===== src/rtl/fir_out_buffer_if.sv =====
// -----------------------------------------------------------------------------
// fir_out_buffer_if
//   Bundle of the capture, drain and status signals of fir_out_buffer.
//
//   Capture side : in_valid, in_data (2*WIDTH+6 bit signed sum), clr_flags
//   Drain side   : out_valid, out_ready, out_data (WIDTH bit signed sample)
//   Status       : count, full, overflow, sat
//
//   Modports:
//     master - the surroundings (filter controller, consumer, bench)
//     slave  - the fir_out_buffer itself
// -----------------------------------------------------------------------------
interface fir_out_buffer_if #(
    parameter int WIDTH = 8,
    parameter int DEPTH = 4
);
    localparam int SW = 2 * WIDTH + 6;
    localparam int CW = $clog2(DEPTH) + 1;

    logic                 in_valid;
    logic signed [SW-1:0] in_data;
    logic                 out_valid;
    logic                 out_ready;
    logic [WIDTH-1:0]     out_data;
    logic [CW-1:0]        count;
    logic                 full;
    logic                 overflow;
    logic                 sat;
    logic                 clr_flags;

    modport master (
        output in_valid, in_data, out_ready, clr_flags,
        input  out_valid, out_data, count, full, overflow, sat
    );

    modport slave (
        input  in_valid, in_data, out_ready, clr_flags,
        output out_valid, out_data, count, full, overflow, sat
    );
endinterface


===== src/rtl/fir_out_buffer.sv =====
// -----------------------------------------------------------------------------
// fir_out_buffer
//   Captures finished FIR accumulator sums, scales them to WIDTH-bit signed
//   samples (arithmetic right shift by SHIFT, then saturation) and queues them
//   in a DEPTH-entry FIFO drained through a valid/ready handshake.
//
//   Ports:
//     clk  - clock, all state updates on the rising edge
//     rst  - synchronous, active-low reset
//     bus  - fir_out_buffer_if.slave:
//              in_valid/in_data   one-cycle strobe with the accumulator sum
//              out_valid/out_ready/out_data  FIFO head handshake
//              count, full        occupancy (registered)
//              overflow, sat      sticky flags, cleared by clr_flags
//
//   Configuration macro:
//     FIR_OUT_ROUND_EN - round half-up before the shift instead of flooring.
// -----------------------------------------------------------------------------
module fir_out_buffer #(
    parameter int WIDTH = 8,
    parameter int DEPTH = 4,
    parameter int SHIFT = WIDTH - 1
) (
    input logic            clk,
    input logic            rst,
    fir_out_buffer_if.slave bus
);
    localparam int SW = 2 * WIDTH + 6;
    localparam int AW = $clog2(DEPTH);
    localparam int CW = AW + 1;

    localparam logic [CW-1:0]      DEPTH_C = CW'(DEPTH);
    localparam logic signed [SW:0] SAT_MAX = (SW + 1)'((2 ** (WIDTH - 1)) - 1);
    // Bitwise inverse of the largest positive value is the most negative one.
    localparam logic signed [SW:0] SAT_MIN = ~SAT_MAX;

    // ------------------------------------------------------------------ scale
    // One extra bit keeps the rounding addition from wrapping near full scale.
    logic signed [SW:0]  ext_sum;
    logic signed [SW:0]  shifted;
    logic [WIDTH-1:0]    scaled;
    logic                sat_hit;

`ifdef FIR_OUT_ROUND_EN
    localparam logic signed [SW:0] HALF_LSB = (SW + 1)'(1) << (SHIFT - 1);
    assign ext_sum = {bus.in_data[SW-1], bus.in_data} + HALF_LSB;
`else
    assign ext_sum = {bus.in_data[SW-1], bus.in_data};
`endif

    assign shifted = ext_sum >>> SHIFT;

    // NOTE: every output of this block is given a default first so no
    // combination of branches can leave it unassigned and infer a latch.
    always_comb begin
        scaled  = shifted[WIDTH-1:0];
        sat_hit = 1'b0;
        if (shifted > SAT_MAX) begin
            scaled  = SAT_MAX[WIDTH-1:0];
            sat_hit = 1'b1;
        end else if (shifted < SAT_MIN) begin
            scaled  = SAT_MIN[WIDTH-1:0];
            sat_hit = 1'b1;
        end
    end

    // ------------------------------------------------------------------- fifo
    logic [WIDTH-1:0] mem [DEPTH];
    logic [AW-1:0]    rd_ptr;
    logic [AW-1:0]    wr_ptr;
    logic [CW-1:0]    count_q;
    logic             overflow_q;
    logic             sat_q;

    logic full_w;
    logic valid_w;
    logic pop;
    logic push;
    logic drop;

    assign full_w  = (count_q == DEPTH_C);
    assign valid_w = (count_q != '0);
    assign pop     = valid_w && bus.out_ready;
    // A pop frees the head slot in the same cycle, so a full FIFO still accepts.
    assign push    = bus.in_valid && (!full_w || pop);
    assign drop    = bus.in_valid && full_w && !pop;

    // NOTE: the sample storage has no reset; pointers and count define which
    // entries are live, so stale contents are never observable.
    always_ff @(posedge clk) begin
        if (rst && push) begin
            mem[wr_ptr] <= scaled;
        end
    end

    // NOTE: state registers use non-blocking assignments so every flop samples
    // the pre-edge values regardless of statement order.
    always_ff @(posedge clk) begin
        if (!rst) begin
            rd_ptr     <= '0;
            wr_ptr     <= '0;
            count_q    <= '0;
            overflow_q <= 1'b0;
            sat_q      <= 1'b0;
        end else begin
            if (push) begin
                wr_ptr <= wr_ptr + AW'(1);
            end
            if (pop) begin
                rd_ptr <= rd_ptr + AW'(1);
            end

            case ({push, pop})
                2'b10:   count_q <= count_q + CW'(1);
                2'b01:   count_q <= count_q - CW'(1);
                default: count_q <= count_q;
            endcase

            // A set event wins over a simultaneous clear.
            if (drop) begin
                overflow_q <= 1'b1;
            end else if (bus.clr_flags) begin
                overflow_q <= 1'b0;
            end

            // Dropped samples still report saturation.
            if (bus.in_valid && sat_hit) begin
                sat_q <= 1'b1;
            end else if (bus.clr_flags) begin
                sat_q <= 1'b0;
            end
        end
    end

    assign bus.out_valid = valid_w;
    assign bus.out_data  = valid_w ? mem[rd_ptr] : '0;
    assign bus.count     = count_q;
    assign bus.full      = full_w;
    assign bus.overflow  = overflow_q;
    assign bus.sat       = sat_q;

endmodule

===== src/flat_wrapper.sv =====
// flat-port wrapper written by rule: the top's interface ports become plain ports
module fir_out_buffer_flat 
#(
    parameter int WIDTH = 8,
    parameter int DEPTH = 4,
    parameter int SHIFT = WIDTH - 1
)
  (clk, rst, bus_in_valid, bus_in_data, bus_out_ready, bus_clr_flags, bus_out_valid, bus_out_data, bus_count, bus_full, bus_overflow, bus_sat);
  fir_out_buffer_if #(.WIDTH(WIDTH), .DEPTH(DEPTH)) bus_i ();
  input logic clk;
  input logic rst;
  input wire logic [$bits(bus_i.in_valid)-1:0] bus_in_valid;
  input wire logic [$bits(bus_i.in_data)-1:0] bus_in_data;
  input wire logic [$bits(bus_i.out_ready)-1:0] bus_out_ready;
  input wire logic [$bits(bus_i.clr_flags)-1:0] bus_clr_flags;
  output wire logic [$bits(bus_i.out_valid)-1:0] bus_out_valid;
  output wire logic [$bits(bus_i.out_data)-1:0] bus_out_data;
  output wire logic [$bits(bus_i.count)-1:0] bus_count;
  output wire logic [$bits(bus_i.full)-1:0] bus_full;
  output wire logic [$bits(bus_i.overflow)-1:0] bus_overflow;
  output wire logic [$bits(bus_i.sat)-1:0] bus_sat;
  assign bus_i.in_valid = bus_in_valid;
  assign bus_i.in_data = bus_in_data;
  assign bus_i.out_ready = bus_out_ready;
  assign bus_i.clr_flags = bus_clr_flags;
  assign bus_out_valid = bus_i.out_valid;
  assign bus_out_data = bus_i.out_data;
  assign bus_count = bus_i.count;
  assign bus_full = bus_i.full;
  assign bus_overflow = bus_i.overflow;
  assign bus_sat = bus_i.sat;
  fir_out_buffer #(.WIDTH(WIDTH), .DEPTH(DEPTH), .SHIFT(SHIFT)) u_core (.clk(clk), .rst(rst), .bus(bus_i));
endmodule

===== config.mk =====
export PLATFORM = sky130hd
export DESIGN_NAME = fir_out_buffer_flat
export DESIGN_NICKNAME = d
export VERILOG_FILES = /design/src/rtl/fir_out_buffer_if.sv /design/src/rtl/fir_out_buffer.sv /design/src/flat_wrapper.sv
export SDC_FILE = /design/constraint.sdc
export NUM_CORES = 1
export LEC_CHECK = 0
export ABC_AREA = 1
export CORE_ASPECT_RATIO = 1.4
export CORE_MARGIN = 2
export CORE_UTILIZATION = 33
export DETAILED_ROUTE_END_ITERATION = 12
export PLACE_DENSITY = 0.68
export SLEW_MARGIN = 20
export SYNTH_ARGS = -nofsm -noshare
export SYNTH_HDL_FRONTEND = slang
export SYNTH_SLANG_ARGS = --single-unit
export TNS_END_PERCENT = 30

===== constraint.sdc =====
create_clock -name clk -period 1.9 [get_ports clk]
set_clock_uncertainty 0.15 [all_clocks]
set_input_delay 0.285 -clock clk [delete_from_list [all_inputs] [get_ports clk]]
set_output_delay 0.285 -clock clk [all_outputs]
set_load 0.1 [all_outputs]

[Yosys cells after proc, flatten, opt, wreduce, memory -nomap -nowiden]
Memories as Yosys holds them, arrays and structs flattened. A register that Yosys moved wholly into a read port is not among the register bits.
Cells that the tools add are included.
Storage, ports and cells
  register bits after elaboration: 9
  memory bits (writable): 32
  memories: 1
  output and inout port bits: 15
  input bits: 27
  logic and storage cells: 41
Operators by class
  equal/unequal tests: 3
  add/subtract/negate cells: 4
  reductions and logical operators: 13
  order comparisons: 2
  muxes and demuxes: 13
Memories
  u_core.mem: words 4, bits a word 8, rd ports 1, clocked after Yosys merged registers in 1, wr ports 1, RTL line fir_out_buffer.sv:68  | logic [WIDTH-1:0] mem [DEPTH];
Operator list (count)
  two-way mux 8 bit: 3
  > comparator 15 x 8 -> 1 bit (second input constant): 1
  less-than comparator 15 x 8 -> 1 bit (second input constant): 1
  two-way mux 1 bit: 7
  logical AND 1 bit: 6
  one-hot mux 3 bit (2 select lines): 1
  nonzero test 2 bit: 3
  adder 2 x 1 -> 2 bit (second input constant): 2
  two-way mux 2 bit: 2
  adder 3 x 1 -> 3 bit (second input constant): 1
  equality test 3 bit (second input constant): 1
  nonzero test 3 bit: 1
  subtractor 3 x 1 -> 3 bit (second input constant): 1
  equality test 2 x 1 -> 1 bit (second input constant): 1
  equality test 2 bit (second input constant): 1
  logical NOT 1 bit: 2
  logical OR 1 bit: 1

[Logic depth before layout (Yosys ltp)]
Gate-level depths: netlist of the first run.
  depth in word-level cells: 7
  mapped depth: 11
  mapped depth without buffers: 11

[Least setup slack after synthesis of the first run]
No wires, ideal clock.
  path kind: register -> output
  start point: register u_core.count_q[2], in the netlist u_core.bus.count[2]
  end point: output port bus_out_data[0]
  arrival: 3.372 ns
  required time: 1.465 ns
  buffers on the path: 0
  cell stages (with the launch flop): 5
  path slack: -1.907 ns
  cell sequence: dfxtp_1 inv_1 nand2_2 inv_1 a21oi_1
Between the ends
  word-level cells in the longest chain between the ends: 2
RTL lines
  start, declared: RTL line fir_out_buffer.sv:71  | logic [CW-1:0] count_q;
  start signal, assigned: RTL line fir_out_buffer.sv:114  | 2'b10: count_q <= count_q + CW'(1);
  start signal, assigned: RTL line fir_out_buffer.sv:115  | 2'b01: count_q <= count_q - CW'(1);
  start signal, assigned: RTL line fir_out_buffer.sv:116  | default: count_q <= count_q;
  nonzero test 3 bit: RTL line fir_out_buffer.sv:82  | assign valid_w = (count_q != '0);
  net bus_out_valid: RTL line flat_wrapper.sv:16  | output wire logic [$bits(bus_i.out_valid)-1:0] bus_out_valid;
  two-way mux 8 bit: RTL line fir_out_buffer.sv:136  | assign bus.out_data = valid_w ? mem[rd_ptr] : '0;
  end, declared: RTL line flat_wrapper.sv:17  | output wire logic [$bits(bus_i.out_data)-1:0] bus_out_data;
The timed path passes the listed nets, and every way through them passes these cells.

==> metrics.cfg, run 1 <==
[critical_path]
critPathBufInv=3
arrival_ns=1.46
path_delay_family=buffers and inverters
crit_required_ns=1.46
cp_max_fo=16
path_cells=buf_12 > inv_6 > o21ai_1 > a21oi_4 > buf_12
worst_path_most_repeated_cell=buf_12
cp_slowest_stage_delay_ns=0.37
startpoint_type=flop
cp_slowest_cell=dfxtp_4
end_kind=output port
crit_type=reg2out

[cells_and_area]
fin_cells=322
final_common_cell=nor2_1
layout_common_cells=45 x nor2_1, 32 x edfxtp_1, 30 x nand2_1
layout-drive-gt1-share=0.286
antenna_cells=0
final_core_util=0.503
fin_nets=283
area_growth_pct=49.7
fillers=524

[route]
drt_wl_total_um=4150
vias=1477
routedWlPerCell_um=12.9
ant_nets=0
via_per_inst=4.59
dr.pass1.iters=4
drt_drc_violations_left=0
drtIter0Drc=54

[die]
core_area_sq_mm=0.00578
initial_core_util=0.336
dieHeight_um=94.8
die_x_um=68.8
num_rows=33
die_area_sq_mm=0.00652
ios=42

[sta]
worstMarginPinSlew_ns=0.317
drv_slew=0
tns_ns=0
rsz0062_at_grt=true
slew_headroom=0.788
hold_viol=0
timing.fmax_ghz=0.528
finalSetupViolations=0
period_needed_ns=1.89
fin_crit_sh=0.996

[global_routing]
grt_usage=0.144
grt_max_degree=18
grt_overflow=0
grt_pass1_vias=1513
grt_pass1_wl_um=6640
antenna_found_initial=0

[pwr]
ir_worst_vdd_mv=1.13
p_total_w=0.00358
powerDensity_mw_per_mm2=1230
leakage_nw=1.11

[place]
dp_cells=312
portBuffers=34
gp_congestion=0.726
hpwl_um=2970

[synth]
avgSynthCellArea_sq_um=9.57
ys_ff_latch=43
syn_inst=203
yosysWarnings=0
syn_area_sq_mm=0.00194
syn-num-nets=235
synth_seq_area_share=0.608
ys_types=24

[clock_network]
clk_latency_ns=0.29
clockBufferDepth=2
clock-sinks=43
cts_made_buffers=5
cts_tree=yes
clk_pin_slew_worst_paths_ns=0.08
cts_max_level=2
postCtsHoldBufs=0
clockRootBuffer=clkbuf_8

[run_status]
status=finished clean

[worst_hold_path]
worstHoldPathType=reg2reg

[flow_run]
cap_viol_max_count=0

metal layers:
metal,GRT usage,part of all wire,vias to the layer above
met5,0,0,-
met4,0.0654,0.025,0
met3,0.0369,0.050,8
met2,0.274,0.57,35
met1,0.136,0.36,670
li1,-,-,764
logic make-up after synthesis:
logic type	synth area share
simple gates	0.203
flops	0.608
buf+inv	0.0580
compound gates	0.0947
fa+ha+maj	0.0361
path summary, 6_finish.rpt:
kind,slack [ns],cells after the start,start,to
setup / recovery,0.007,5,flop,bus_out_data[2]
hold / removal,0.36,2,u_core.bus.overflow,u_core.bus.overflow
setup reg to reg,0.21,7,u_core.bus.count[0],u_core.mem[2][7]
hold reg to reg,0.36,2,u_core.bus.overflow,u_core.bus.overflow
sequential cells by signal (all words and copies together) (netlist names), named ones only:
name                 count
u_core.mem              32
u_core.wr_ptr            2
u_core.bus.overflow      1
u_core.rd_ptr            2
u_core.bus.sat           1
u_core.bus.count         3
synthesized netlist by cell type:
| library cell | instances | area [sq um] |
|---|---|---|
| a21boi_0 | 1 | 7.51 |
| a21oi_1 | 14 | 70.1 |
| and3_1 | 1 | 6.26 |
| buf_2 | 2 | 10.0 |
| buf_4 | 2 | 15.0 |
| clkbuf_1 | 1 | 3.75 |
| clkbuf_2 | 1 | 5.00 |
| dfxtp_1 | 11 | 220 |
| edfxtp_1 | 32 | 961 |
| fa_1 | 1 | 20.0 |
| ha_1 | 4 | 50.1 |
| inv_1 | 19 | 71.3 |
| inv_2 | 2 | 7.51 |
| nand2_1 | 30 | 113 |
| nand2_2 | 4 | 25.0 |
| nand2_4 | 1 | 11.3 |
| nand3_1 | 5 | 25.0 |
| nand3_2 | 1 | 10.0 |
| nand4_1 | 2 | 12.5 |
| nor2_1 | 46 | 173 |
| nor2_2 | 2 | 12.5 |
| o21ai_0 | 19 | 95.1 |
| o21bai_2 | 1 | 11.3 |
| or2_0 | 1 | 6.26 |
power by group:
group / leakage [nW] / switching [W] / internal (W) / total [W]
logic: 0.686 / 0.00120 / 0.000691 / 0.00189
clock network: 0.0412 / 0.000301 / 0.000257 / 0.000557
registers: 0.381 / 0.0000524 / 0.00108 / 0.00113
worst register-to-register path: cells and delay by family (launching register included):
| family | cells | cell delay (ns) |
|---|---|---|
| DFF | 1 | 0.37 |
| and+or+nand+nor | 5 | 0.64 |
| buffers and inverters | 2 | 0.29 |
layout make-up:
| class | instances | area, sq um | share of cell area |
|---|---|---|---|
| well taps | 70 | 87.6 | 0.0301 |
| inverters | 21 | 92.6 | 0.0319 |
| flip-flops and latches | 43 | 1200 | 0.412 |
| repair buffers | 47 | 643 | 0.221 |
| clock buffers | 6 | 72.6 | 0.0250 |
| multi-input cells | 133 | 802 | 0.276 |
| clock inverters | 2 | 12.5 | 0.00430 |
stage by stage:
step	hold slack, ns	cell area [sq um]	setup slack (ns)
after floorplan	0.274	2090	-0.352
after global placement	0.344	2740	-0.0966
after detailed placement	0.346	2740	-0.147
after CTS	0.362	2850	-0.0446
after global routing	0.378	2910	-0.0713
final	0.358	2910	0.00704
repair_timing:
action	in CTS	in global routing
gates resized for setup	13	15
endpoints found under the setup margin	8	8
cloned	0	1
buffers inserted	1	0
pin swaps	0	7
Note: power is estimated with default switching activity, not from simulation.
==> inputs of run 2 (changes only) <==
Settings changed: PLACE_DENSITY 0.68 to default, PLACE_DENSITY_LB_ADDON from default to 0.05.
Clock period 1.9 ns to 2.22 ns, I/O delays scaled along.
==> metrics.cfg, run 2 (synthesis gave the netlist of run 1 again) <==
[critical_path]
crit_required_ns=1.74
arrival_ns=1.64
crit_type=reg2out
cp_max_fo=8
startpoint_type=flop
end_kind=output port
r2r_cells=10

[clock_network]
cts_max_level=2
clock-sinks=43
clk_pin_slew_worst_paths_ns=0.07
cts_tree=yes
clk_latency_ns=0.29
clockRootBuffer=clkbuf_8
clockBufferDepth=2
cts_made_buffers=5
postCtsHoldBufs=0

[pwr]
leakage_nw=1.05
powerDensity_mw_per_mm2=1060
ir_worst_vdd_mv=0.700

[die]
core_area_sq_mm=0.00578
die_area_sq_mm=0.00652
ios=42
num_rows=33
dieHeight_um=94.8
initial_core_util=0.336
die_x_um=68.8

[global_routing]
antenna_found_initial=0
grt_overflow=0
busiest_layer=met2
grt_pass1_vias=1504
grt_util_met3=0.0346
met2_usage=0.276
grt_usage=0.154
grt_pass1_wl_um=7110
grt_max_degree=17
use_met1=0.174

[route]
ant_nets=0
drtIter0Drc=64
via_per_inst=4.61
dr.pass1.iters=6
drt_wl_total_um=4290
vias=1480
drt_drc_violations_left=0
routedWlPerCell_um=13.4

[sta]
fin_crit_sh=0.958
drv_slew=0
worstMarginPinSlew_ns=0.416
slew_headroom=0.722
hold_viol=0
timing.fmax_ghz=0.470
period_needed_ns=2.13
whs_ns=0.315
finalSetupViolations=0
rsz0062_at_grt=false

[cells_and_area]
final_common_cell=nor2_1
area_growth_pct=39.5
largest_register_ffs=32
top_register=u_core.mem
seq_area_sq_mm=0.00119
final_core_util=0.469
multi_input_area_sq_um=757
layout-drive-gt1-share=0.227
layout_common_cells=46 x nor2_1, 32 x edfxtp_1, 30 x nand2_1
final_cell_area_sq_mm=0.00271
fin_nets=282
fin_cells=321
antenna_cells=0
fillers=570

[place]
place_area_sq_mm=0.00263
hpwl_um=3110
portBuffers=34
dp_cells=313
gp_congestion=0.703

[run_status]
status=finished clean

[worst_hold_path]
hold_depth=2
worstHoldPathType=reg2reg

[flow_run]
cap_viol_max_count=0

## run 2: final cells by class
type,instances,share of cell area
clock buffers,8,0.0296
well taps,70,0.0323
flip-flops and latches,43,0.441
repair buffers,46,0.187
inverters,21,0.0314
multi-input cells,133,0.279
## run 2: through the flow
step                      TNS, ns  total power (W)  worst slack (ns)
final                           0          0.00287            0.0927
after CTS                       0          0.00290           0.00702
after detailed placement        0          0.00243             0.101
after floorplan            -0.638          0.00198           -0.0798
after global routing            0          0.00300            0.0240
after global placement          0          0.00243             0.121
## run 2: path summary, 6_finish.rpt
kind,slack [ns],end,start
setup / recovery,0.09,bus_out_data[2],u_core.bus.count[0]
hold reg to reg,0.31,u_core.bus.overflow,u_core.bus.overflow
setup reg to reg,0.51,u_core.bus.count[2],u_core.bus.count[0]
hold / removal,0.31,u_core.bus.overflow,u_core.bus.overflow
## run 2: power by group
group,total [W],internal [W],switching (W)
registers,0.000961,0.000922,0.0000383
clock network,0.000471,0.000224,0.000247
logic,0.00143,0.000454,0.000981
## run 2: metal layers
layer  part of all wire  vias to the layer above
li1                   -                      758
met1               0.41                      687
met2               0.53                       30
met3              0.042                        5
met4              0.015                        0
met5                  0                        -
## run 2: critical path, stage by stage (launching register included)
cell and delay, ns:
dfxtp_4 0.37, nor2_4 0.05, nand2_8 0.08, clkinvlp_4 0.36, a21oi_4 0.28, buf_12 0.20
## run 2: what timing repair did
| item | CTS | global route |
|---|---|---|
| setup buffers | 0 | 0 |
| gates resized for setup | 0 | 1 |
| setup endpoints to repair | 0 | 8 |
| hold endpoints to repair | 0 | 0 |
==> inputs of run 3 (changes only) <==
Settings changed: CTS_BUF_LIST from default to sky130_fd_sc_hd__clkbuf_4 sky130_fd_sc_hd__clkbuf_8 sky130_fd_sc_hd__clkbuf_16.
==> metrics.cfg, run 3 (synthesis gave the netlist of run 1 again) <==
[die]
die_x_um=68.8
die_area_sq_mm=0.00652
dieHeight_um=94.8
core_area_sq_mm=0.00578
initial_core_util=0.336
num_rows=33
ios=42

[clock_network]
cts_made_buffers=5
cts_max_level=2
postCtsSetupRepairBufs=0
clk_pin_slew_worst_paths_ns=0.07
clockBufferDepth=2
cts_tree=yes
clock-sinks=43
clk_latency_ns=0.29
clockRootBuffer=clkbuf_8

[cells_and_area]
layout_common_cells=46 x nor2_1, 32 x edfxtp_1, 30 x nand2_1
final_common_cell=nor2_1
antenna_cells=0
top_register=u_core.mem
fin_nets=282
layout-drive-gt1-share=0.239
final_core_util=0.471
area_growth_pct=40.1
largest_register_ffs=32
fillers=571

[sta]
hold_viol=0
worstMarginPinSlew_ns=0.420
fin_crit_sh=0.959
tns_ns=0
slew_headroom=0.720
finalSetupViolations=0
timing.fmax_ghz=0.470
period_needed_ns=2.13
rsz0062_at_grt=false
drv_slew=0

[route]
drt_wl_total_um=4300
via_per_inst=4.64
routedWlPerCell_um=13.4
dr.max_layer_used=met4
wl_met2_um=2300
m1WireLength_um=1750
vias=1488
ant_nets=0
dr.pass1.iters=4
wl_met3_um=189
drt_drc_violations_left=0
drtIter0Drc=73

[critical_path]
crit_start=u_core.bus.count[0]
arrival_ns=1.65
path_cells=nor2_4 > nand2_8 > clkinvlp_4 > a21oi_4 > buf_12
cp_slowest_stage_delay_ns=0.37
cp_num_cells=5
crit_required_ns=1.74
critPathBufInv=2
r2r_setup_slack_ns=0.51
end_kind=output port
startpoint_type=flop
path_delay_family=buffers and inverters
crit_type=reg2out
cp_slowest_cell=dfxtp_4
cp_max_fo=8
reg2reg_from=u_core.bus.count[0]
r2r_end=u_core.bus.count[2]
crit_path_end=bus_out_data[2]
r2r_cells=10

[pwr]
ir_worst_vdd_mv=0.698
switchingPower_w=0.00126
p_comb_frac=0.495
switching_share=0.436
clkPwrFrac=0.174
leakage_nw=1.06
p_int_w=0.00164
seqPwrFrac=0.331
powerDensity_mw_per_mm2=1070

[global_routing]
grt_pass1_vias=1505
antenna_found_initial=0
grt_usage=0.154
grt_max_degree=17
grt_overflow=0
grt_pass1_wl_um=7130

[run_status]
status=finished clean

[worst_hold_path]
worstHoldPathType=reg2reg
min_from=u_core.bus.overflow

[flow_run]
cap_viol_max_count=0

[place]
portBuffers=34
hpwl_um=3110
gp_congestion=0.703

==> run 3: cell counts in the layout (fill, tap and decap cells not counted) <==
Identical to the previous run, type by type.
==> run 3: cell type report <==
cell class                      count  area (sq um)  share of cell area
Multi-Input combinational cell    133           757               0.278
Sequential cell                    43          1190               0.439
Inverter                           21          85.1              0.0313
Tap cell                           70          87.6              0.0322
Timing Repair Buffer               46           505               0.186
Clock buffer                        8          91.3              0.0336
==> run 3: what timing repair did <==
| item | in CTS | in global routing |
|---|---|---|
| hold buffers | 0 | 0 |
| gates resized for setup | 0 | 1 |
| setup endpoints to repair | 0 | 8 |
==> run 3: metrics by stage <==
step	hold slack (ns)	instance area, sq um	worst slack (ns)	power (W)	std cells
after floorplan	0.322	2070	-0.0798	0.00198	203
after global placement	0.308	2630	0.121	0.00243	313
after detailed placement	0.306	2630	0.101	0.00243	313
after CTS	0.319	2720	0.00702	0.00294	321
after global routing	0.349	2720	0.0237	0.00304	321
final	0.315	2720	0.0904	0.00290	321
==> run 3: per-layer routing <==
metal / up-vias / global-route usage
met5: - / 0
met4: 0 / 0.0539
met3: 5 / 0.0346
met2: 34 / 0.277
met1: 690 / 0.174
li1: 759 / -
==> run 3: worst min path at each step <==
stage	to	depth (start not counted)
finish	u_core.bus.overflow	2
global route	u_core.bus.overflow	2
CTS	u_core.bus.overflow	2
detailed placement	u_core.bus.overflow	2
global placement	u_core.bus.overflow	2
floorplan	u_core.bus.sat	2
==> run 3: power by group through the flow <==
stage	logic, W	clock network (W)	registers [W]
after floorplan	0.000908	0	0.00107
after global routing	0.00151	0.000562	0.000968
final	0.00143	0.000504	0.000961
after global placement	0.00145	0	0.000977
after detailed placement	0.00145	0	0.000978
after CTS	0.00146	0.000523	0.000961
==> run 3: worst reg2reg max path: stages, from the launching register on <==
cell and delay [ns]:
dfxtp_4 0.37, nor2_4 0.06, nand2_8 0.09, nand2_4 0.06, inv_1 0.08, nand2_2 0.06
fa_1 0.39, inv_1 0.07, nand4_1 0.10, a21oi_1 0.14, nor2_1 0.05
